### config.mk
export PLATFORM = sky130hd
export DESIGN_NAME = cpuc_demux_buf
export DESIGN_NICKNAME = d
export VERILOG_FILES = /design/src/rtl/cpuc_package.sv /design/src/rtl/cpuc_demux_fifo.sv /design/src/rtl/cpuc_demux_buf.sv
export SDC_FILE = /design/constraint.sdc
export NUM_CORES = 1
export LEC_CHECK = 0
export ABC_CLOCK_PERIOD_IN_PS = 2400
export CORE_MARGIN = 2
export CORE_UTILIZATION = 49
export DETAILED_ROUTE_END_ITERATION = 10
export PLACE_DENSITY = 0.8
export SKIP_CTS_REPAIR_TIMING = 1
export SLEW_MARGIN = 20
export SYNTH_ARGS = -nofsm -noshare
export SYNTH_HDL_FRONTEND = slang
export SYNTH_HIERARCHICAL = 1
export SYNTH_SLANG_ARGS = --single-unit
### constraint.sdc
create_clock -name clk -period 2.4 [get_ports clk]
set_clock_uncertainty 0.1 [all_clocks]
set_input_delay 0.36 -clock clk [delete_from_list [all_inputs] [get_ports clk]]
set_output_delay 0.36 -clock clk [all_outputs]
set_load 0.005 [all_outputs]
### src/rtl/cpuc_package.sv
// Shared CPUC definitions: datapath width, demux FIFO depth and the select encoding.
package cpuc_package;

  localparam int DATA_WIDTH       = 32;
  localparam int CPUC_DEMUX_DEPTH = 2;
  localparam int CPUC_DEMUX_CNT_W = 16;

  typedef enum logic {
    DEMUX_OUT0 = 1'b0,
    DEMUX_OUT1 = 1'b1
  } t_demux_sel;

endpackage

### src/rtl/cpuc_demux_fifo.sv
// Synchronous FIFO with push/pop/full/empty and a registered head entry.
// Push is ignored when full and pop is ignored when empty.
module cpuc_demux_fifo #(
  parameter int WIDTH = 32,
  parameter int DEPTH = 2
) (
  input  logic             clk,
  input  logic             rst,
  input  logic             push,
  input  logic [WIDTH-1:0] push_data,
  input  logic             pop,
  output logic             full,
  output logic             empty,
  output logic [WIDTH-1:0] head
);

  localparam int AW = $clog2(DEPTH);
  localparam int CW = AW + 1;

  logic [WIDTH-1:0] mem [DEPTH];
  logic [AW-1:0]    wr_ptr;
  logic [AW-1:0]    rd_ptr;
  logic [CW-1:0]    count;
  logic             do_push;
  logic             do_pop;

  assign full    = (count == CW'(DEPTH));
  assign empty   = (count == '0);
  assign do_push = push && !full;
  assign do_pop  = pop && !empty;
  assign head    = mem[rd_ptr];

  // NOTE: sequential state uses non-blocking assignments so every register
  // samples pre-edge values regardless of statement order.
  always_ff @(posedge clk) begin
    if (rst) begin
      wr_ptr <= '0;
      rd_ptr <= '0;
      count  <= '0;
    end else begin
      if (do_push) wr_ptr <= wr_ptr + 1'b1;
      if (do_pop)  rd_ptr <= rd_ptr + 1'b1;
      if (do_push && !do_pop)      count <= count + 1'b1;
      else if (do_pop && !do_push) count <= count - 1'b1;
    end
  end

  // NOTE: storage has no reset; the cleared count already marks every entry
  // invalid, so resetting the array would only add reset fan-out.
  always_ff @(posedge clk) begin
    if (do_push) mem[wr_ptr] <= push_data;
  end

endmodule

### src/rtl/cpuc_demux_buf.sv
// Buffered 1-to-2 stream demultiplexer: each accepted word is queued into the
// output FIFO picked by in_sel. Define CPUC_DEMUX_CNT_EN to enable cnt0/cnt1.
module cpuc_demux_buf
  import cpuc_package::*;
#(
  parameter int DATA_WIDTH = cpuc_package::DATA_WIDTH,
  parameter int FIFO_DEPTH = CPUC_DEMUX_DEPTH
) (
  input  logic                        clk,
  input  logic                        rst,
  input  logic                        in_valid,
  output logic                        in_ready,
  input  logic                        in_sel,
  input  logic [DATA_WIDTH-1:0]       in_data,
  output logic                        out0_valid,
  input  logic                        out0_ready,
  output logic [DATA_WIDTH-1:0]       out0_data,
  output logic                        out1_valid,
  input  logic                        out1_ready,
  output logic [DATA_WIDTH-1:0]       out1_data,
  output logic [CPUC_DEMUX_CNT_W-1:0] cnt0,
  output logic [CPUC_DEMUX_CNT_W-1:0] cnt1
);

  t_demux_sel sel;
  logic       full0, full1;
  logic       empty0, empty1;
  logic       in_fire;
  logic       push0, push1;
  logic       pop0, pop1;

  assign sel = t_demux_sel'(in_sel);

  // Ready looks only at the addressed FIFO, so one stalled consumer never
  // blocks traffic bound for the other.
  // NOTE: every output of a combinational block gets a default first, so no
  // path through it can infer a latch.
  always_comb begin
    in_ready = 1'b0;
    unique case (sel)
      DEMUX_OUT0: in_ready = !full0;
      DEMUX_OUT1: in_ready = !full1;
    endcase
  end

  assign in_fire = in_valid && in_ready;
  assign push0   = in_fire && (sel == DEMUX_OUT0);
  assign push1   = in_fire && (sel == DEMUX_OUT1);

  // Valids are masked during reset so no output transfer happens in that cycle.
  assign out0_valid = !empty0 && !rst;
  assign out1_valid = !empty1 && !rst;
  assign pop0       = out0_valid && out0_ready;
  assign pop1       = out1_valid && out1_ready;

  cpuc_demux_fifo #(
    .WIDTH (DATA_WIDTH),
    .DEPTH (FIFO_DEPTH)
  ) u_fifo0 (
    .clk       (clk),
    .rst       (rst),
    .push      (push0),
    .push_data (in_data),
    .pop       (pop0),
    .full      (full0),
    .empty     (empty0),
    .head      (out0_data)
  );

  cpuc_demux_fifo #(
    .WIDTH (DATA_WIDTH),
    .DEPTH (FIFO_DEPTH)
  ) u_fifo1 (
    .clk       (clk),
    .rst       (rst),
    .push      (push1),
    .push_data (in_data),
    .pop       (pop1),
    .full      (full1),
    .empty     (empty1),
    .head      (out1_data)
  );

`ifdef CPUC_DEMUX_CNT_EN
  logic [CPUC_DEMUX_CNT_W-1:0] cnt0_q;
  logic [CPUC_DEMUX_CNT_W-1:0] cnt1_q;

  // Free-running wrap-around counts of accepted words per destination.
  always_ff @(posedge clk) begin
    if (rst) begin
      cnt0_q <= '0;
      cnt1_q <= '0;
    end else begin
      if (push0) cnt0_q <= cnt0_q + 1'b1;
      if (push1) cnt1_q <= cnt1_q + 1'b1;
    end
  end

  assign cnt0 = cnt0_q;
  assign cnt1 = cnt1_q;
`else
  assign cnt0 = '0;
  assign cnt1 = '0;
`endif

endmodule

==> results of run 1 <==
==> cells by family after synthesis <==
logic type | after synthesis | share of synthesized area, %
fa+ha+maj | 2 | 0.4672
simple gates | 24 | 2.640
buf+inv | 44 | 5.748
compound gates | 10 | 0.9346
mux | 65 | 13.64
xor+xnor | 6 | 0.9813
flops | 138 | 75.51
other cells | 1 | 0.07003
==> cell usage in the layout, fill, tap and decap left out, drive strengths merged <==
cell type and count:
clkdlybuf4s50 104, dfxtp 10, mux2i 1, clkbuf 20
nor2b 2, ha 2, clkinv 7, mux2 64
inv 4, edfxtp 128, buf 14, a21oi 4
or3 4, xor2 6, and3b 1, and2 2
nor3b 3, o21ai 6, nor2 12, conb 32
clkinvlp 1, bufinv 2
==> through the flow <==
step / setup TNS [ps] / instances / setup WS (ps) / hold WS (ps)
finish: 0 / 569 / 22.81 / 385.0
detailed placement: 0 / 539 / 116.9 / 377.6
global placement: 0 / 539 / 159.9 / 374.5
floorplan: 0 / 321 / 176.6 / 329.1
global route: -118.6 / 569 / -22.59 / 383.4
CTS: -1820 / 569 / -108.6 / 361.6
==> final cells by class <==
cell class              count  area, sq um  area share, %
clock buffers              20        425.4          5.954
flip-flops and latches    138         4046          56.64
multi-input cells         139         1122          15.71
repair buffers            118         1256          17.58
clock inverters            10        103.9          1.454
well taps                 140        175.2          2.452
inverters                   4        15.01         0.2102
==> power by group through the flow <==
stage	Combinational [W]	Clock, W	Sequential [W]
after floorplan	0.000288	0	0.00286
after global placement	0.000625	0	0.00286
after detailed placement	0.000639	0	0.00287
after CTS	0.000646	0.00237	0.00282
after global routing	0.000687	0.00246	0.00283
final	0.000638	0.00232	0.00282
==> how the worst min path moves through the flow <==
| stage | from | slack [ps] | endpoint | cells after the start |
|---|---|---|---|---|
| 6_report | in_data[17] | 380 | u_fifo1/mem[1][17] | 1 |
| 5_1_grt | in_data[4] | 380 | u_fifo1/mem[1][4] | 1 |
| 4_1_cts | in_data[17] | 360 | u_fifo0/mem[0][17] | 1 |
| 3_5_place_dp | u_fifo1/wr_ptr | 380 | u_fifo1/wr_ptr | 2 |
| 3_3_place_gp | u_fifo1/wr_ptr | 370 | u_fifo1/wr_ptr | 2 |
| 2_1_floorplan | rst | 330 | u_fifo0/count[1] | 1 |
==> worst max-delay path, delay by kind of cell (launching register included) <==
kind	cells	cell delay (ps)
buffers and inverters	2	680
multiplexers	1	380
flip-flops	1	350
==> sequential cells by signal (all words and copies together), names as in the netlist, named ones only <==
name / count
u_fifo0/mem: 64
u_fifo1/mem: 64
u_fifo0/count: 2
u_fifo1/count: 2
u_fifo0/rd_ptr: 1
u_fifo0/wr_ptr: 1
u_fifo1/rd_ptr: 1
u_fifo1/wr_ptr: 1
==> per-layer routing <==
| metal | GRT usage, % | vias up | routed length [um] | part of all wire [%] |
|---|---|---|---|---|
| li1 | - | 1284 | - | - |
| met4 | 7.692 | 0 | 102 | 1.0 |
| met5 | 0 | - | 0 | 0 |
| met2 | 28.44 | 76 | 5114 | 53 |
| met3 | 4.581 | 8 | 426 | 4.4 |
| met1 | 20.12 | 1380 | 4091 | 42 |
==> summary.txt, run 1 <==
Place
  – Number of I/O port buffers: 104
  – Post-DP Area: 6593 sq um
  – Global placement routability congestion: 0.8036
  – DPL Wire Length: 6.458 mm

Layout
  – Utilization after layout: 66.49%
  – Layout Area Growth over Synthesis: 33.41%
  – Proportion of layout cells with a drive suffix above 1: 24.94%
  – Fin area: 7144 sq um
  – Final #Nets: 458
  – Diodes inserted: 0
  – Fill cells: 750

Power and ir drop
  – Logic gate share of total power: 11.0%
  – Cell-internal power: 0.004595 W
  – Part of the power in the clock network: 40.2%
  – Final Total Pwr: 0.005778 W
  – Max IR drop VDD: 0.4228 mV
  – Switching part of the total power: 20.47%
  – Net switching power figure: 0.001183 W
  – Lkg Pwr: 2.487 nW
  – Share of power burned in registers: 48.8%
  – Pwr Density: 808.8 nW/um^2

GRT
  – Total global routing overflow: 0
  – Via count of the first global-routing pass: 2787
  – Number of antenna violations at the first check in global routing: 0
  – Maximum number of pins on one net before global-route repair: 25
  – All-layer global routing usage: 16.83%
  – Global-route wire length before repair: 14.09 mm

Floorplanning
  – Core area: 10750 sq um
  – Number of cell rows: 38
  – Horiz. Die Dim: 108.5 um
  – Chip Height: 108.5 um
  – Initial standard-cell utilization of the core: 49.84%
  – I/O pin count: 137
  – Total Die Area: 11780 sq um

Route
  – Count of routing violations after the opening detailed-route iteration: 101
  – Post-DR vias/cell: 4.830
  – Average routed wire per standard cell: 17.11 um
  – Number of detailed-route iterations in the first pass: 5
  – Post-DRT Antenna Nets: 0
  – Drt drc: 0
  – Wirelength, routed: 9.734 mm
  – Vias: 2748

Logic synthesis
  – Total of warnings raised by yosys: 6
  – Cell variety after synth: 20
  – Cell types with the largest area share after synthesis: sky130_fd_sc_hd__edfxtp_1 72%, sky130_fd_sc_hd__mux2_2 13%, sky130_fd_sc_hd__buf_4 5.3%, sky130_fd_sc_hd__dfxtp_1 3.7%, sky130_fd_sc_hd__xor2_1 0.98%
  – Share of the yosys chip area belonging to registers: 75.51%
  – Avg Cell Area, Syn: 18.47 sq um
  – Cell type with the largest total area after synthesis: sky130_fd_sc_hd__edfxtp_1
  – Flops & latches, synth: 138
  – Number of enable flip-flop cells after synthesis: 128
  – Netlist Area Pre-Place: 5355 sq um
  – Share of the synthesized area in the top cell type: 71.78%
  – Share of async-settable or async-resettable flops after synthesis: 0%
  – Most common cell in the netlist: sky130_fd_sc_hd__edfxtp_1
  – Main synth FF type: sky130_fd_sc_hd__edfxtp_1
  – Synth Instances: 290
  – Synth cell count leaders: 128 x sky130_fd_sc_hd__edfxtp_1, 60 x sky130_fd_sc_hd__mux2_2, 38 x sky130_fd_sc_hd__buf_4, 12 x sky130_fd_sc_hd__nor2_1, 10 x sky130_fd_sc_hd__dfxtp_1

Critical path
  – WP data required: 1940 ps
  – Launching element type of the critical path: register
  – Data arrival time of the critical path: 1920 ps
  – Capturing element type of the critical path: output pin
  – Worst reg-to-reg setup slack: 380 ps
  – Worst reg2reg endpoint: u_fifo1/count[1]
  – Crit Reg-Reg Startpoint: u_fifo1/count[1]
  – CP peak stage delay: 460 ps
  – Ordered list of cells on the worst path: buf_4 > mux2_2 > clkdlybuf4s50_1
  – Maximum net fanout on the critical path: 12
  – CP max stage cell: sky130_fd_sc_hd__clkdlybuf4s50_1
  – Kind of critical path: reg -> out
  – Last element of the critical path: out0_data[11]
  – Reg2reg path depth: 7

Timing
  – Setup repair after global routing missed its margin: yes
  – Endpoints failing setup: 0
  – Total count of max-transition violations in the final report: 0
  – Fin crit period: 2377 ps
  – Total count of hold-check failures in the final report: 0
  – Fmax: 0.4207 GHz
  – Share of the cycle needed by the critical path after routing: 99.05%

Job
  – Max-cap check violation count: 0

CTS
  – Latest clock arrival within the worst-skew pair: 500 ps
  – Total clock buffers created by CTS: 17
  – Clock root buffer: sky130_fd_sc_hd__clkbuf_8
  – Largest buffer count on any clock path: 2
  – CTS clk-pin slew, worst paths: 60 ps
  – Number of levels in the clock H-tree: 4
  – Clock sink total: 138
  – Clock tree from TritonCTS: built

Min path
  – Class of the tightest hold or removal check: in -> reg

Status
  – Status: complete, no violations
(Power assumes the default switching activity.)
==> run 2, diff against run 1 <==
--- a/config.mk
+++ b/config.mk
@@ -6,7 +6,7 @@
 export NUM_CORES = 1
 export LEC_CHECK = 0
 export ABC_CLOCK_PERIOD_IN_PS = 2400
-export CORE_MARGIN = 2
+export CORE_MARGIN = 3
 export CORE_UTILIZATION = 49
 export DETAILED_ROUTE_END_ITERATION = 10
 export PLACE_DENSITY = 0.8
==> run 2 against run 1 <==
- via count up 2.3%
- sequential power about the same
- non-clock buffer count unchanged
- sequential cell count unchanged
- die area up 3.7%
- sequential share of layout area down 1.3 points
- clock-buffer cell count down 2
- register-to-register slack better by 40 ps
- utilization up 3.5 points
- clock power up 17%
- power up 6.6%
- critical path type unchanged
- largest cell class unchanged
- largest power group unchanged
==> summary.txt, run 2 (synthesized netlist as in run 1, its figures left out) <==
Layout
  – Fill cells: 682 (was 750)
  – Largest registers ranked by flip-flop count: u_fifo0/mem (64), u_fifo1/mem (64) (unchanged)
  – Proportion of layout cells with a drive suffix above 1: 26.22% (was 24.94%)
  – Highest-count cells in the layout ignoring fill and taps: 128 x sky130_fd_sc_hd__edfxtp_1, 85 x sky130_fd_sc_hd__clkdlybuf4s50_1, 60 x sky130_fd_sc_hd__mux2_2 (was 128 x sky130_fd_sc_hd__edfxtp_1, 104 x sky130_fd_sc_hd__clkdlybuf4s50_1, 60 x sky130_fd_sc_hd__mux2_2)
  – Area occupied by multi-input gates: 1122 sq um (unchanged)
  – Storage cell area: 4051 sq um (was 4046 sq um)
  – Layout Area Growth over Synthesis: 36.71% (was 33.41%)
  – Final #Nets: 458 (unchanged)
  – Diodes inserted: 0 (unchanged)
  – Commonest non-fill, non-tap cell in the layout: sky130_fd_sc_hd__edfxtp_1 (unchanged)

Power and ir drop
  – Part of the power in the clock network: 44.1% (was 40.2%)
  – Pwr Density: 841.2 nW/um^2 (was 808.8 nW/um^2)
  – Logic gate share of total power: 10.1% (was 11.0%)
  – Share of power burned in registers: 45.8% (was 48.8%)
  – Switching part of the total power: 21.25% (was 20.47%)
  – Net switching power figure: 0.001309 W (was 0.001183 W)
  – Cell-internal power: 0.004849 W (was 0.004595 W)
  – Lkg Pwr: 2.716 nW (was 2.487 nW)
  – Final Total Pwr: 0.006158 W (was 0.005778 W)
  – Max IR drop VDD: 0.4467 mV (was 0.4228 mV)

Timing
  – Fmax: 0.4266 GHz (was 0.4207 GHz)
  – Endpoints failing setup: 0 (unchanged)
  – Fin crit period: 2344 ps (was 2377 ps)
  – Total count of hold-check failures in the final report: 0 (unchanged)
  – Final worst slack: 55.67 ps (was 22.81 ps)
  – Share of the cycle needed by the critical path after routing: 97.68% (was 99.05%)
  – Total count of max-transition violations in the final report: 0 (unchanged)

Critical path
  – Data arrival time of the critical path: 1880 ps (was 1920 ps)
  – Kind of critical path: reg -> out (unchanged)
  – Launching element type of the critical path: register (unchanged)
  – WP data required: 1940 ps (about the same)
  – Capturing element type of the critical path: output pin (unchanged)
  – Maximum net fanout on the critical path: 8 (was 12)

Floorplanning
  – Number of cell rows: 37 (was 38)
  – Chip Height: 110.5 um (was 108.5 um)
  – Core area: 10460 sq um (was 10750 sq um)
  – Horiz. Die Dim: 110.5 um (was 108.5 um)
  – Initial standard-cell utilization of the core: 51.18% (was 49.84%)
  – Total Die Area: 12220 sq um (was 11780 sq um)
  – I/O pin count: 137 (unchanged)

GRT
  – Number of antenna violations at the first check in global routing: 0 (unchanged)
  – Global-route wire length before repair: 15.24 mm (was 14.09 mm)
  – Total global routing overflow: 0 (unchanged)
  – All-layer global routing usage: 16.10% (was 16.83%)
  – Maximum number of pins on one net before global-route repair: 33 (was 25)
  – Via count of the first global-routing pass: 2850 (was 2787)

Route
  – Average routed wire per standard cell: 18.74 um (was 17.11 um)
  – Count of routing violations after the opening detailed-route iteration: 114 (was 101)
  – Post-DRT Antenna Nets: 0 (unchanged)
  – Number of detailed-route iterations in the first pass: 5 (unchanged)
  – Post-DR vias/cell: 4.956 (was 4.830)
  – Vias: 2810 (was 2748)
  – Drt drc: 0 (unchanged)
  – Wirelength, routed: 10.63 mm (was 9.734 mm)

CTS
  – CTS clk-pin slew, worst paths: 60 ps (about the same)
  – Clock root buffer: sky130_fd_sc_hd__clkbuf_8 (unchanged)
  – Latest clock arrival within the worst-skew pair: 500 ps (about the same)
  – Clock tree from TritonCTS: built (unchanged)
  – Total clock buffers created by CTS: 17 (unchanged)
  – Number of levels in the clock H-tree: 4 (unchanged)
  – Clock sink total: 138 (unchanged)
  – Largest buffer count on any clock path: 2 (unchanged)

Place
  – Setup slack at placement: 133.7 ps (was 116.9 ps)
  – Number of I/O port buffers: 104 (unchanged)
  – DPL Wire Length: 6.183 mm (was 6.458 mm)
  – Global placement routability congestion: 0.7667 (was 0.8036)

Min path
  – Class of the tightest hold or removal check: in -> reg (unchanged)

Status
  – Status: complete, no violations (unchanged)

Job
  – Max-cap check violation count: 0 (unchanged)
-- run 2: cell types whose count changed in the layout (fill, tap and decap cells not counted), moves of 3 or more --
cell | previous run | this run
sky130_fd_sc_hd__clkinv_2 | 4 | 0
sky130_fd_sc_hd__clkbuf_16 | 16 | 19
sky130_fd_sc_hd__clkdlybuf4s50_1 | 104 | 85
sky130_fd_sc_hd__dlymetal6s2s_1 | 0 | 19
sky130_fd_sc_hd__inv_6 | 0 | 4
-- run 2: power groups by stage --
stage	sequential, W	combinational [W]	clock, W
CTS	0.00282	0.000622	0.00275
detailed placement	0.00287	0.000616	0
global route	0.00283	0.000671	0.00286
floorplan	0.00286	0.000288	0
finish	0.00282	0.000624	0.00271
global placement	0.00286	0.000599	0
-- run 2: final timing paths --
path,slack [ps],start,cells past startpoint,endpoint
min,390,in_data[29],1,u_fifo1/mem[0][29]
max reg2reg,420,u_fifo1/count[1],7,u_fifo1/count[1]
max,60,register,3,out1_data[17]
min reg2reg,390,u_fifo1/wr_ptr,2,u_fifo1/wr_ptr
-- run 2: routing by layer --
layer | share of wire [%] | global-route usage (%) | vias up
met5 | 0 | 0 | -
met4 | 0.23 | 5.008 | 0
met3 | 7.0 | 6.247 | 3
met2 | 54 | 27.79 | 122
met1 | 39 | 18.48 | 1392
li1 | - | - | 1293
-- run 2: area by class of cell --
class | instances | area share [%]
repair buffers | 118 | 18.20
inverters | 4 | 0.2051
clock buffers | 18 | 5.708
flip-flops and latches | 138 | 55.34
multi-input cells | 139 | 15.33
well taps | 136 | 2.324
clock inverters | 14 | 2.888
-- run 2: metrics by stage --
stage	utilization (%)	instances	setup TNS [ps]	hold WS [ps]	cell area, sq um
after CTS	68.36	560	-13.63	367.7	7152
after global placement	62.34	528	0	373.2	6523
final	69.97	567	0	390.6	7321
after floorplan	-	321	0	329.1	5472
after detailed placement	62.34	528	0	383.4	6523
after global routing	69.97	567	-4.199	373.8	7321
-- run 2: critical path, stage by stage, from the launching register on --
cell                              delay, ps
sky130_fd_sc_hd__dfxtp_4                420
sky130_fd_sc_hd__buf_12                 150
sky130_fd_sc_hd__mux2_1                 340
sky130_fd_sc_hd__clkdlybuf4s50_1        460
==> run 3, diff against run 2 <==
--- a/config.mk
+++ b/config.mk
@@ -7,9 +7,11 @@
 export LEC_CHECK = 0
 export ABC_CLOCK_PERIOD_IN_PS = 2400
 export CORE_MARGIN = 3
-export CORE_UTILIZATION = 49
+export CORE_UTILIZATION = 50
+export CTS_BUF_LIST = sky130_fd_sc_hd__clkbuf_8
 export DETAILED_ROUTE_END_ITERATION = 10
-export PLACE_DENSITY = 0.8
+export PLACE_DENSITY = 0.81
+export SETUP_SLACK_MARGIN = 0.1
 export SKIP_CTS_REPAIR_TIMING = 1
 export SLEW_MARGIN = 20
 export SYNTH_ARGS = -nofsm -noshare
==> run 3 against run 2 <==
- clock power down 32%
- sequential cell count unchanged
- register-to-register slack worse by 80 ps
- final cell count down 0.18%
==> summary.txt, run 3 (synthesized netlist as in run 1, its figures left out) <==
CTS
  – CTS clk-pin slew, worst paths: 70 ps (was 60 ps)
  – Largest buffer count on any clock path: 2 (unchanged)
  – Total clock buffers created by CTS: 17 (unchanged)
  – Latest clock arrival within the worst-skew pair: 410 ps (was 500 ps)
  – Clock root buffer: sky130_fd_sc_hd__clkbuf_8 (unchanged)
  – Number of levels in the clock H-tree: 4 (unchanged)
  – Clock tree from TritonCTS: built (unchanged)
  – Clock sink total: 138 (unchanged)

Route
  – Wirelength, routed: 9.685 mm (was 10.63 mm)
  – Post-DRT Antenna Nets: 0 (unchanged)
  – Drt drc: 0 (unchanged)
  – Count of routing violations after the opening detailed-route iteration: 151 (was 114)
  – Vias: 2731 (was 2810)
  – Post-DR vias/cell: 4.825 (was 4.956)
  – Number of detailed-route iterations in the first pass: 4 (was 5)
  – Average routed wire per standard cell: 17.11 um (was 18.74 um)

Timing
  – Fin crit period: 2270 ps (was 2344 ps)
  – Total count of hold-check failures in the final report: 0 (unchanged)
  – Setup repair after global routing missed its margin: yes
  – Total count of max-transition violations in the final report: 0 (unchanged)
  – Endpoints failing setup: 0 (unchanged)
  – Fmax: 0.4405 GHz (was 0.4266 GHz)
  – Share of the cycle needed by the critical path after routing: 94.60% (was 97.68%)
  – Total negative setup slack: 0 ps (unchanged)
  – Post-Route Hold Slack: 392.2 ps (was 390.6 ps)

Layout
  – Final #Nets: 457 (was 458)
  – Proportion of layout cells with a drive suffix above 1: 26.05% (was 26.22%)
  – Largest registers ranked by flip-flop count: u_fifo0/mem (64), u_fifo1/mem (64) (unchanged)
  – Diodes inserted: 0 (unchanged)
  – Highest-count cells in the layout ignoring fill and taps: 128 x sky130_fd_sc_hd__edfxtp_1, 104 x sky130_fd_sc_hd__clkdlybuf4s50_1, 60 x sky130_fd_sc_hd__mux2_2 (was 128 x sky130_fd_sc_hd__edfxtp_1, 85 x sky130_fd_sc_hd__clkdlybuf4s50_1, 60 x sky130_fd_sc_hd__mux2_2)
  – Commonest non-fill, non-tap cell in the layout: sky130_fd_sc_hd__edfxtp_1 (unchanged)
  – Fill cells: 738 (was 682)
  – Layout Area Growth over Synthesis: 30.16% (was 36.71%)

Floorplanning
  – Core area: 10370 sq um (was 10460 sq um)
  – Horiz. Die Dim: 109.5 um (was 110.5 um)
  – Total Die Area: 11990 sq um (was 12220 sq um)
  – Initial standard-cell utilization of the core: 51.64% (was 51.18%)
  – I/O pin count: 137 (unchanged)
  – Number of cell rows: 37 (unchanged)
  – Chip Height: 109.5 um (was 110.5 um)

GRT
  – Total global routing overflow: 0 (unchanged)
  – Maximum number of pins on one net before global-route repair: 26 (was 33)
  – All-layer global routing usage: 16.64% (was 16.10%)
  – Global-route wire length before repair: 14.56 mm (was 15.24 mm)
  – Number of antenna violations at the first check in global routing: 0 (unchanged)
  – Via count of the first global-routing pass: 2842 (was 2850)

Critical path
  – Capturing element type of the critical path: output pin (unchanged)
  – Data arrival time of the critical path: 1810 ps (was 1880 ps)
  – Ordered list of cells on the worst path: buf_6 > mux2_2 > clkdlybuf4s50_1 (was buf_12 > mux2_1 > clkdlybuf4s50_1)
  – CP max stage cell: sky130_fd_sc_hd__clkdlybuf4s50_1 (unchanged)
  – Kind of critical path: reg -> out (unchanged)
  – WP data required: 1940 ps (about the same)
  – Launching element type of the critical path: register (unchanged)
  – CP peak stage delay: 470 ps (was 460 ps)
  – Reg2reg path depth: 7 (unchanged)
  – Maximum net fanout on the critical path: 19 (was 8)

Power and ir drop
  – Cell-internal power: 0.004075 W (was 0.004849 W)
  – Max IR drop VDD: 0.4483 mV (was 0.4467 mV)
  – Logic gate share of total power: 11.9% (was 10.1%)
  – Switching part of the total power: 22.77% (was 21.25%)
  – Lkg Pwr: 2.411 nW (was 2.716 nW)
  – Part of the power in the clock network: 34.8% (was 44.1%)
  – Pwr Density: 757.0 nW/um^2 (was 841.2 nW/um^2)
  – Share of power burned in registers: 53.3% (was 45.8%)
  – Net switching power figure: 0.001201 W (was 0.001309 W)

Min path
  – Class of the tightest hold or removal check: reg -> reg (was in -> reg)
  – Number of instances on the worst hold path: 2 (was 1)

Status
  – Status: complete, no violations (unchanged)

Job
  – Max-cap check violation count: 0 (unchanged)

Place
  – Global placement routability congestion: 0.7772 (was 0.7667)
  – DPL Wire Length: 6.547 mm (was 6.183 mm)
  – Number of I/O port buffers: 104 (unchanged)
[run 3: area by class of cell]
class	count	area, sq um	area share [%]
Timing Repair Buffer	117	1217	17.47
Tap cell	136	170.2	2.441
Clock inverter	15	165.2	2.369
Clock buffer	17	234.0	3.357
Inverter	4	15.01	0.2154
Sequential cell	138	4046	58.05
Multi-Input combinational cell	139	1122	16.10
[run 3: routing by layer]
layer / global-route usage [%] / up-vias / share of wire [%]
met1: 19.33 / 1352 / 40
met2: 29.08 / 89 / 53
li1: - / 1281 / -
met4: 4.809 / 0 / 0.72
met3: 5.931 / 9 / 5.8
met5: 0 / - / 0
[run 3: worst max-delay path: cells and delay by family, from the launching register on]
| family | cells | cell delay [ps] |
|---|---|---|
| buffers and inverters | 2 | 690 |
| DFF | 1 | 330 |
| muxes | 1 | 370 |
[run 3: path summary, 6_finish.rpt]
path / from / end / slack, ps
worst max-delay path: register / out1_data[24] / 130
worst min-delay path: u_fifo1/wr_ptr / u_fifo1/wr_ptr / 390
worst max register to register: u_fifo1/count[1] / u_fifo1/count[1] / 340
worst min register to register: u_fifo1/wr_ptr / u_fifo1/wr_ptr / 390
[run 3: per-stage QoR]
stage                     cells  util, %  worst slack [ps]  total power [W]  area [sq um]
final                       566    67.22             129.7         0.005276          6970
after global routing        566    67.22             51.72         0.005495          6970
after CTS                   566    66.94             22.45         0.005327          6942
after detailed placement    534    63.09             70.23         0.003493          6543
after global placement      534    63.09             90.45         0.003470          6543
after floorplan             321        -             176.6         0.003145          5472
[run 3: power groups by stage]
stage	clock network, W	registers (W)	logic (W)
2_1_floorplan	0	0.00286	0.000288
3_3_place_gp	0	0.00286	0.000612
3_5_place_dp	0	0.00287	0.000626
4_1_cts	0.00188	0.00281	0.000632
5_1_grt	0.00199	0.00283	0.000675
6_report	0.00184	0.00281	0.000626
